`src/rtl/gpio_loader_pkg.sv`:
```
// gpio_loader_pkg: shared types and sizing helpers for the GPIO serial loader.
// Build option: GPIO_LOADER_AUTOSTART_EN (see gpio_serial_loader).
package gpio_loader_pkg;

  typedef enum logic [1:0] {
    IDLE  = 2'd0,
    SHIFT = 2'd1,
    LOAD  = 2'd2
  } state_t;

  localparam int unsigned DEF_CFG_BITS = 13;

  // Bits carried by one of the two chains.
  function automatic int unsigned chain_bits(
    input int unsigned num_io,
    input int unsigned cfg_bits
  );
    return (num_io / 2) * cfg_bits;
  endfunction

endpackage

```
`src/rtl/gpio_loader_clkgen.sv`:
```
// gpio_loader_clkgen: divides clock into the chain shift clock.
// Emits one-cycle strobes on the cycle before each rise/fall.
module gpio_loader_clkgen #(
  parameter int unsigned CLK_DIV = 1
) (
  input  logic clock,
  input  logic resetn,
  input  logic run,
  output logic sclk,
  output logic rise_tick,
  output logic fall_tick
);

  localparam int unsigned DW = $clog2(CLK_DIV + 1);
  localparam logic [DW-1:0] LAST = DW'(CLK_DIV - 1);

  logic [DW-1:0] cnt_q;
  logic          phase_q;
  logic          wrap;

  assign wrap = run && (cnt_q == LAST);

  // Half-period counter and phase; parked low while not running.
  always_ff @(posedge clock or negedge resetn) begin
    if (!resetn) begin
      cnt_q   <= '0;
      phase_q <= 1'b0;
    end else if (!run) begin
      cnt_q   <= '0;
      phase_q <= 1'b0;
    end else if (wrap) begin
      cnt_q   <= '0;
      phase_q <= ~phase_q;
    end else begin
      cnt_q   <= cnt_q + DW'(1);
    end
  end

  assign sclk      = phase_q;
  assign rise_tick = wrap && !phase_q;
  assign fall_tick = wrap &&  phase_q;

endmodule

```
`src/rtl/gpio_serial_loader.sv`:
```
// gpio_serial_loader: shifts pad config words into two GPIO control chains.
// Build option: GPIO_LOADER_AUTOSTART_EN starts one load right after reset.
module gpio_serial_loader
  import gpio_loader_pkg::*;
#(
  parameter int unsigned NUM_IO   = 38,
  parameter int unsigned CFG_BITS = DEF_CFG_BITS,
  parameter int unsigned CLK_DIV  = 1
) (
  input  logic                       clock,
  input  logic                       resetn,
  input  logic                       start,
  input  logic [NUM_IO*CFG_BITS-1:0] cfg_data,
  output logic                       busy,
  output logic                       done,
  output logic                       serial_clock,
  output logic                       serial_load,
  output logic                       serial_resetn,
  output logic                       serial_data_1,
  output logic                       serial_data_2
);

  localparam int unsigned HALF  = NUM_IO / 2;
  localparam int unsigned NBITS = chain_bits(NUM_IO, CFG_BITS);
  localparam int unsigned BW    = $clog2(NBITS + 1);
  localparam logic [BW-1:0] BIT_END = BW'(NBITS);

  if ((NUM_IO % 2) != 0 || NUM_IO == 0) begin : g_bad_io
    $error("gpio_serial_loader: NUM_IO must be even and nonzero");
  end
  if (CLK_DIV < 1) begin : g_bad_div
    $error("gpio_serial_loader: CLK_DIV must be >= 1");
  end

  state_t           state_q;
  state_t           state_d;
  logic [NBITS-1:0] img1;
  logic [NBITS-1:0] img2;
  logic [NBITS-1:0] sr1_q;
  logic [NBITS-1:0] sr2_q;
  logic [BW-1:0]    bit_q;
  logic             done_q;
  logic             srst_q;
  logic             start_int;
  logic             go;
  logic             seq_end;
  logic             sclk;
  logic             rise_tick;
  logic             fall_tick;

  // Chain 1 leaves pad HALF-1 first: the low half is already in order.
  assign img1 = cfg_data[NBITS-1:0];

  // Chain 2 leaves pad HALF first: reverse the pad order of the high half.
  for (genvar k = 0; k < HALF; k++) begin : g_c2
    assign img2[(HALF-1-k)*CFG_BITS +: CFG_BITS] =
      cfg_data[(HALF+k)*CFG_BITS +: CFG_BITS];
  end

  // Chain reset releases one edge after the system reset.
  always_ff @(posedge clock or negedge resetn) begin
    if (!resetn) srst_q <= 1'b0;
    else         srst_q <= 1'b1;
  end

`ifdef GPIO_LOADER_AUTOSTART_EN
  logic auto_q;

  // Marks that the one-shot boot load has been requested.
  always_ff @(posedge clock or negedge resetn) begin
    if (!resetn) auto_q <= 1'b0;
    else         auto_q <= srst_q;
  end

  assign start_int = start | (srst_q & ~auto_q);
`else
  assign start_int = start;
`endif

  // The done cycle still belongs to the previous sequence.
  assign go      = (state_q == IDLE) && !done_q && start_int;
  assign seq_end = (state_q == LOAD) && fall_tick;

  gpio_loader_clkgen #(
    .CLK_DIV (CLK_DIV)
  ) u_clkgen (
    .clock     (clock),
    .resetn    (resetn),
    .run       (state_q != IDLE),
    .sclk      (sclk),
    .rise_tick (rise_tick),
    .fall_tick (fall_tick)
  );

  // State register.
  always_ff @(posedge clock or negedge resetn) begin
    if (!resetn) state_q <= IDLE;
    else         state_q <= state_d;
  end

  // Next state: shift until every bit was clocked, then one load period.
  always_comb begin
    state_d = state_q;
    unique case (state_q)
      IDLE:    if (go) state_d = SHIFT;
      SHIFT:   if (fall_tick && bit_q == BIT_END) state_d = LOAD;
      LOAD:    if (fall_tick) state_d = IDLE;
      default: state_d = IDLE;
    endcase
  end

  // Snapshot on start, count captured bits, advance data on each fall.
  always_ff @(posedge clock or negedge resetn) begin
    if (!resetn) begin
      sr1_q  <= '0;
      sr2_q  <= '0;
      bit_q  <= '0;
      done_q <= 1'b0;
    end else begin
      done_q <= seq_end;
      if (go) begin
        sr1_q <= img1;
        sr2_q <= img2;
        bit_q <= '0;
      end else if (state_q == SHIFT) begin
        if (rise_tick) bit_q <= bit_q + BW'(1);
        if (fall_tick) begin
          sr1_q <= sr1_q << 1;
          sr2_q <= sr2_q << 1;
        end
      end
    end
  end

  assign busy          = (state_q != IDLE);
  assign done          = done_q;
  assign serial_clock  = (state_q == SHIFT) && sclk;
  assign serial_load   = (state_q == LOAD);
  assign serial_resetn = srst_q;
  assign serial_data_1 = (state_q == SHIFT) && sr1_q[NBITS-1];
  assign serial_data_2 = (state_q == SHIFT) && sr2_q[NBITS-1];

endmodule

```
`config.mk`:
```
export PLATFORM = sky130hd
export DESIGN_NAME = gpio_serial_loader
export DESIGN_NICKNAME = d
export VERILOG_FILES = /design/src/rtl/gpio_loader_pkg.sv /design/src/rtl/gpio_loader_clkgen.sv /design/src/rtl/gpio_serial_loader.sv
export SDC_FILE = /design/constraint.sdc
export NUM_CORES = 1
export LEC_CHECK = 0
export ABC_CLOCK_PERIOD_IN_PS = 4450
export BUFFER_PORTS_ARGS = -buffer_cell sky130_fd_sc_hd__buf_4
export CORE_MARGIN = 4
export CORE_UTILIZATION = 47
export DETAILED_ROUTE_END_ITERATION = 8
export PLACE_DENSITY_LB_ADDON = 0.25
export SYNTH_ARGS = -nofsm -noshare
export SYNTH_HDL_FRONTEND = slang
export SYNTH_SLANG_ARGS = --single-unit
```
`constraint.sdc`:
```
create_clock -name clock -period 4.45 [get_ports clock]
set_clock_uncertainty 0.05 [all_clocks]
set_input_delay 1.335 -clock clock [delete_from_list [all_inputs] [get_ports clock]]
set_output_delay 1.335 -clock clock [all_outputs]
set_load 0.02 [all_outputs]
```
# Word level (Yosys, flattened, before mapping)
# Cells that the tools add are included.
[word_totals] reg_bits=508 inputBits=497 out_inout_bits=7 wordCells=56
[classes] addsub=2 eq_ne=7 n_mux=17 bitwise=2 n_reduce_logical=20
[ops] op="247-bit two-way mux" n=6
[ops] op="8-bit two-way mux" n=3
[ops] op="1-bit logical AND" n=10
[ops] op="8-bit by 1-bit adder with 8-bit output (second input constant)" n=1
[ops] op="8-bit equality test (second input constant)" n=1
[ops] op="2-bit nonzero test" n=4
[ops] op="2-bit two-way mux" n=3
[ops] op="2-bit != test (second input constant)" n=3
[ops] op="2-bit case mux with 3 select lines" n=1
[ops] op="1-bit two-way mux" n=4
[ops] op="2-bit AND reduction" n=2
[ops] op="3-bit AND reduction" n=1
[ops] op="2-bit by 1-bit equality test with 1-bit output (second input constant)" n=1
[ops] op="2-bit equality test (second input constant)" n=1
[ops] op="1-bit logical NOT" n=2
[ops] op="2-bit logical NOT" n=1
[ops] op="2-bit by 1-bit != test with 1-bit output (second input constant)" n=1
[ops] op="1-bit NOT" n=2
[ops] op="1-bit adder (second input constant)" n=1

# Longest topological paths before layout
# Gate-level depths: netlist of run 1.
[logic_depth] ltp_word=6 mapped_depth=7 ltp_nobuf=4

# Modules after synthesis
# From an unflattened synthesis of run 1, not the netlist that was laid out.
[hier_totals] cells_unflattened=2757 hier_area_um2=22979.5
[modules_own_cells] mod="gpio_serial_loader" n_inst=1 cells_per_inst=2750 area_each_um2=22893.2 seq_area_each_um2=12662.1
[modules_own_cells] mod="gpio_loader_clkgen" n_inst=1 cells_per_inst=7 area_each_um2=86.3 seq_area_each_um2=50.0

# Worst setup path before layout of run 1
# Ideal clock, no wire load.
[synth_path] path_type="input to register" start="input port start" end="register sr1_q[114]" setup_ns=0.125 arrival_ns=2.693 slack_ns=1.583 path_stages=6 path_buffers=3 path_cell_list="nor4b_4 -> buf_2 -> buf_4 -> buf_2 -> mux2_2 -> mux2_2"
[synth_via] elab_chain_cells=3
[synth_rtl] element="start: declaration" line="gpio_serial_loader.sv:12" rtl="input logic start,"
[synth_rtl] element="1-bit logical AND *" line="gpio_serial_loader.sv:81" rtl="assign go = (state_q == IDLE) && !done_q && start_int;"
[synth_rtl] element="2-bit nonzero test (no source line)"
[synth_rtl] element="2-bit AND reduction (no source line)"
[synth_rtl] element="end signal: assignment" line="gpio_serial_loader.sv:122" rtl="sr1_q <= img1;"
[synth_rtl] element="end signal: assignment" line="gpio_serial_loader.sv:128" rtl="sr1_q <= sr1_q << 1;"
[synth_rtl] element="end: declaration" line="gpio_serial_loader.sv:39" rtl="logic [NBITS-1:0] sr1_q;"
# Every way passes the cells marked *; elsewhere a longest branch is shown, timed or not.
# A chain may end at the register's enable or synchronous reset.

# Worst setup path in the final report of run 1
[layout_path] start="register state_q[0]" end="output port serial_clock"
[layout_via] elab_chain_cells=2
[layout_rtl] element="start: declaration" line="gpio_serial_loader.sv:35" rtl="state_t state_q;"
[layout_rtl] element="start signal: assignment" line="gpio_serial_loader.sv:98" rtl="else state_q <= state_d;"
[layout_rtl] element="2-bit by 1-bit equality test with 1-bit output" line="gpio_serial_loader.sv:137" rtl="assign serial_clock = (state_q == SHIFT) && sclk;"
[layout_rtl] element="1-bit logical AND" line="gpio_serial_loader.sv:137"
[layout_rtl] element="end: declaration" line="gpio_serial_loader.sv:16" rtl="output logic serial_clock,"
# No other way between the ends.

==> results of run 1 <==
==> path summary, 6_finish.rpt <==
check | end | slack (ns)
min | bit_q[7] | 0.43
max | serial_clock | 1.24
max reg2reg | sr1_q[131] | 1.77
min in group asynchronous | sr2_q[24] | 0.71
min reg2reg | bit_q[7] | 0.43
max in group asynchronous | sr1_q[80] | 2.63
==> cell type report <==
| type | count | area share, % |
|---|---|---|
| clock buffers | 89 | 5.50 |
| repair buffers | 537 | 13.6 |
| inverters | 4 | 0.0481 |
| multi-input cells | 1040 | 36.7 |
| diodes | 4 | 0.0321 |
| flip-flops and latches | 508 | 40.7 |
| well taps | 688 | 2.76 |
| clock inverters | 13 | 0.661 |
==> per-layer routing <==
layer | wire length (um) | vias up
li1 | - | 7034
met1 | 23000 | 7587
met2 | 28600 | 311
met3 | 3650 | 94
met4 | 1390 | 6
met5 | 56 | -
==> power breakdown <==
group / internal (uW) / leakage, uW / switching, uW / total [uW]
logic: 3390 / 0.00731 / 1360 / 4750
clock network: 2920 / 0.000939 / 1850 / 4770
registers: 6650 / 0.00657 / 987 / 7640
total: 13000 / 0.0148 / 4200 / 17200
==> cell usage after synthesis (all sizes together) (2+ instances only) <==
master / n
dfrtp: 508
clkbuf: 7
nor4: 2
conb: 2
buf: 105
or4b: 2
nor2b: 2
o21ai: 2
mux2i: 2
nand3: 3
inv: 4
nand2b: 2
a22o: 3
nor4b: 2
nor2: 2
and2: 2
a21oi: 6
nand2: 9
a21o: 2
mux2: 984
==> through the flow <==
stage / hold slack [ns] / setup slack [ns]
floorplan: 0.399 / 1.58
global placement: 0.415 / 0.997
detailed placement: 0.422 / 0.931
CTS: 0.430 / 1.15
global route: 0.436 / 1.05
finish: 0.432 / 1.24
==> flip-flops by register name, indices dropped and copies added, names as in the netlist <==
name	flops
u_clkgen.cnt_q	1
u_clkgen.sclk	1
sr1_q	247
state_q	2
sr2_q	247
bit_q	8
done	1
serial_resetn	1
==> logic make-up (layout without fill, tap and decap cells) <==
| family | after synthesis | count (layout) | synth area share (%) |
|---|---|---|---|
| other cells | 2 | 6 | 0.0300 |
| simple gates | 34 | 34 | 0.856 |
| fa+ha+maj | 1 | 1 | 0.0500 |
| flops | 508 | 508 | 50.9 |
| mux | 986 | 986 | 44.4 |
| compound gates | 16 | 16 | 0.471 |
| xor+xnor | 1 | 1 | 0.0350 |
| buf+inv | 116 | 643 | 3.30 |
==> summary.md, run 1 <==
| Metric | Value |
|---|---|
| Wire length per cell | `19.7 um` |
| Distinct cell type count of the synthesized netlist | `39` |
| Crit-path cells | `nor2b_1, inv_1, nor2_1, buf_4` |
| Fin area | `31200 sq um` |
| Aggregate global-route resource usage | `19.5%` |
| Crit path max fanout | `10` |
| I/O pins | `504` |
| Multi-input logic area | `11500 sq um` |
| Max transition margin | `48.8%` |
| Number of port buffers | `503` |
| Synth Net Count | `2162` |
| Vias in the first global route | `16200` |
| Hpwl dp | `40.5 mm` |
| DP Cell Count | `2777` |
| Starting Density | `47.5%` |
| Largest net degree at the start of global routing | `106` |
| Critical path arrival | `1.82 ns` |
| Initial antenna violation count | `5` |
| Peak supply drop | `0.371 mV` |
| Fin cells | `2883` |
| Synth Flop Type | `dfrtp_1` |
| Clock latency on the worst-skew pair | `0.60 ns` |
| Sequential share of the synthesized area | `50.9%` |
| GP Congestion | `0.793` |
| Nets@finish | `2645` |
| Core footprint | `52700 sq um` |
| Kind of critical path | `reg -> out` |
| Setup_tns | `0 ns` |
| TritonCTS Sinks | `508` |
| Hold crit path type | `reg -> reg` |
| Final Power | `17200 uW` |
| Clock tree root buffer cell | `clkbuf_16` |
| Row Count | `84` |
| Worst-Margin Slew | `0.758 ns` |
| Global-route wire length before repair | `88.9 mm` |
| Clock Tree Buf Depth | `3` |
| CP peak stage delay | `0.51 ns` |
| H-tree levels | `2` |
| Final Cycle Share | `72.0%` |
| Final Max Slew Viols | `0` |
| Total gr overflow | `0` |
| Post-synth EDFFs | `0` |
| GR met2 Demand/Resource | `33.4%` |
| GR Util met1 | `24.2%` |
| Via count | `15000` |
| Crit path launch | `state_q[0]` |
| Area after DPL | `29300 sq um` |
| Post-CTS setup buffers | `0` |
| Hold Path Depth | `1` |
| Die Ht | `239 um` |
| CTS Hold Bufs | `0` |
| Layout cells sized above 1 | `73.5%` |
| Hold wc startpoint | `bit_q[7]` |
| Most frequent cells in the layout | `mux2_2, buf_4, dfrtp_1` |
| Clock transition at path regs | `0.06 ns` |
| Seq cells post-synth | `508` |
| Cell depth of the worst setup path | `4` |
| Final core utilization | `59.3%` |
| Min cycle time layout | `3.21 ns` |
| DRT Pass-1 Iters | `4` |
| Storage element area | `12700 sq um` |
| Met3 Usage GRT | `5.50%` |
| CTS tree | `yes` |
| Overall die area | `56900 sq um` |
| CTS buffer count | `56` |
| CP bufs+invs | `2` |
| Delay-heaviest family, CP | `flip-flops` |
| WL final | `56.7 mm` |
| Max-cap violation count | `0` |
| Antenna-violating nets left | `0` |
| RSZ-0062 raised after global routing | `no` |
| Endpoints failing hold | `0` |
| Most common cell after layout, fill and taps aside | `mux2_2` |
| Post-synthesis async set-or-reset flop share | `100%` |
| Yosys warns | `0` |
| Syn avg cell area | `15.0 sq um` |
| Post-Synthesis Cells | `1664` |
| Final setup violating endpoints | `0` |
| Power density cells | `550 nW/um^2` |
| Residual DRC | `0` |
| CP required | `3.06 ns` |
| Iter 0 DRT Violations | `574` |
| Area Growth Syn to Fin | `24.9%` |
| PostCTS Resize Cnt | `0` |
| Area contributors post-synth | `dfrtp_1, mux2_2, buf_6` |
| Leakage power | `0.0148 uW` |
| Worst Setup Start Kind | `register` |
| Slowest CP cell | `dfrtp_1` |
| R2R depth | `5` |
| Fillcell total | `4186` |
| Avg Vias per Cell | `5.21` |
| Synth area leader | `dfrtp_1` |
| Top cell type's share of synthesized area | `50.9%` |
| FF-to-FF Start | `state_q[1]` |
| CP Capture Type | `output port` |
| Die X | `239 um` |
| Post-synthesis cell area | `25000 sq um` |
| Busiest grt layer | `met2` |
| Fmax | `0.312 GHz` |
| Outcome | `finished, final reports clean` |
No activity file was read; power rests on OpenSTA's default activity.
==> run 2, diff against run 1 <==
--- a/config.mk
+++ b/config.mk
@@ -5,7 +5,7 @@
 export SDC_FILE = /design/constraint.sdc
 export NUM_CORES = 1
 export LEC_CHECK = 0
-export ABC_CLOCK_PERIOD_IN_PS = 4450
+export ABC_CLOCK_PERIOD_IN_PS = 2690
 export BUFFER_PORTS_ARGS = -buffer_cell sky130_fd_sc_hd__buf_4
 export CORE_MARGIN = 4
 export CORE_UTILIZATION = 47
==> constraint.sdc (replaced) <==
create_clock -name clock -period 2.69 [get_ports clock]
set_clock_uncertainty 0.05 [all_clocks]
set_input_delay 0.807 -clock clock [delete_from_list [all_inputs] [get_ports clock]]
set_output_delay 0.807 -clock clock [all_outputs]
set_load 0.02 [all_outputs]
==> run 2 against run 1 <==
  * Design area up 1.5%
  * Flip-flop and latch count unchanged
  * Wire length up 1.7%
  * Critical endpoint unchanged
==> summary.md, run 2 (synthesis results as in run 1) <==
| Metric | Value |
|---|---|
| Iter 0 DRT Violations | `504` |
| Worst-Margin Slew | `0.831 ns` |
| Crit path max fanout | `10` |
| Sequential power share | `45.0%` |
| Hpwl dp | `42.8 mm` |
| H-tree levels | `2` |
| Aggregate global-route resource usage | `19.7%` |
| Fillcell total | `4070` |
| Gate power share | `28.3%` |
| Number of port buffers | `503` |
| Nets@finish | `2677` |
| Row Count | `84` |
| I/O pins | `504` |
| Clk pwr share | `26.7%` |
| Residual DRC | `0` |
| Final setup violating endpoints | `0` |
| Fin area | `31700 sq um` |
| Area Growth Syn to Fin | `26.8%` |
| Starting Density | `47.5%` |
| Die X | `239 um` |
| WL final | `57.7 mm` |
| CP Capture Type | `output port` |
| Clock latency on the worst-skew pair | `0.58 ns` |
| Layout cells sized above 1 | `74.3%` |
| Kind of critical path | `reg -> out` |
| Switching Share | `25.0%` |
| RSZ-0062 raised after global routing | `no` |
| Most frequent cells in the layout | `mux2_2, buf_4, dfrtp_1` |
| Largest net degree at the start of global routing | `84` |
| Clock transition at path regs | `0.06 ns` |
| Critical path arrival | `1.68 ns` |
| Area after DPL | `29800 sq um` |
| Internal power | `21100 uW` |
| CTS tree | `yes` |
| Final Cycle Share | `94.5%` |
| Global-route wire length before repair | `89.8 mm` |
| Final core utilization | `60.2%` |
| Clock tree root buffer cell | `clkbuf_16` |
| GP Congestion | `0.795` |
| CTS buffer count | `55` |
| Wire length per cell | `19.8 um` |
| Die Ht | `239 um` |
| Worst hold margin | `0.0820 ns` |
| Outcome | `finished, final reports clean` |
| Vias in the first global route | `16500` |
| Initial antenna violation count | `6` |
| Post-CTS setup buffers | `0` |
| Largest regs | `sr1_q x247, sr2_q x247, bit_q x8` |
| Power density cells | `889 nW/um^2` |
| Final Max Slew Viols | `0` |
| Peak supply drop | `0.601 mV` |
| Sw Pwr | `7050 uW` |
| Clock Tree Buf Depth | `3` |
| CP required | `1.83 ns` |
| Max-cap violation count | `0` |
| TritonCTS Sinks | `508` |
| Worst Setup Start Kind | `register` |
| Setup_tns | `0 ns` |
| Max transition margin | `43.8%` |
| Via count | `15100` |
| Total gr overflow | `0` |
| Overall die area | `56900 sq um` |
| Fmax | `0.394 GHz` |
| Core footprint | `52700 sq um` |
| Most common cell after layout, fill and taps aside | `mux2_2` |
| DRT Pass-1 Iters | `6` |
| Avg Vias per Cell | `5.18` |
| Antenna-violating nets left | `0` |
| Min cycle time layout | `2.54 ns` |
| Endpoints failing hold | `0` |
| Leakage power | `0.0150 uW` |
| Final Power | `28200 uW` |
| Hold crit path type | `in -> async` |
[run 2: metal layers]
metal  up-vias  GRT usage [%]  wire [um]
li1       7115              -          -
met1      7566           24.8      23500
met2       328           33.5      28800
met3        92           5.68       3960
met4         8           5.52       1380
met5         -              0         55
[run 2: timing repair]
| item | in CTS | in global routing |
|---|---|---|
| hold buffers | 0 | 0 |
| setup endpoints to repair | 3 | 1 |
| resized for setup | 1 | 2 |
[run 2: final timing paths]
path	from	end	slack [ns]	cells after the start
min reg2reg	bit_q[7]	bit_q[7]	0.44	1
max reg2reg	state_q[1]	sr1_q[15]	0.30	6
max in group asynchronous	resetn	sr1_q[75]	1.65	2
min in group clock	cfg_data[0]	sr1_q[0]	0.40	2
max	state_q[1]	serial_clock	0.15	4
min	resetn	sr2_q[23]	0.08	1
[run 2: critical path: stages (launching register included)]
cell and delay, ns:
dfrtp_1 0.53, nor2b_4 0.22, inv_1 0.08, nor2_1 0.09, buf_4 0.17
[run 2: layout make-up]
cell class                      count  area (sq um)  share of cell area, %
Clock inverter                     22           171                  0.541
Timing Repair Buffer              570          4790                   15.1
Multi-Input combinational cell   1040         11500                   36.2
Inverter                            4          15.0                 0.0474
Clock buffer                       81          1660                   5.23
Antenna cell                        5          12.5                 0.0395
Tap cell                          688           861                   2.72
Sequential cell                   508         12700                   40.1
[run 2: metrics by stage]
stage | setup slack, ns | std cells
after floorplan | 0.351 | 1664
after global placement | 0.0736 | 2810
after detailed placement | 0.0456 | 2810
after CTS | 0.00850 | 2913
after global routing | 0.0520 | 2913
final | 0.149 | 2918
[run 2: power by group through the flow]
stage	combinational, uW	clock (uW)	sequential, uW
2_1_floorplan	6460	0	12200
3_3_place_gp	7710	0	12600
3_5_place_dp	8060	0	12800
4_1_cts	8100	7750	12700
5_1_grt	8790	8080	13100
6_report	7980	7520	12700
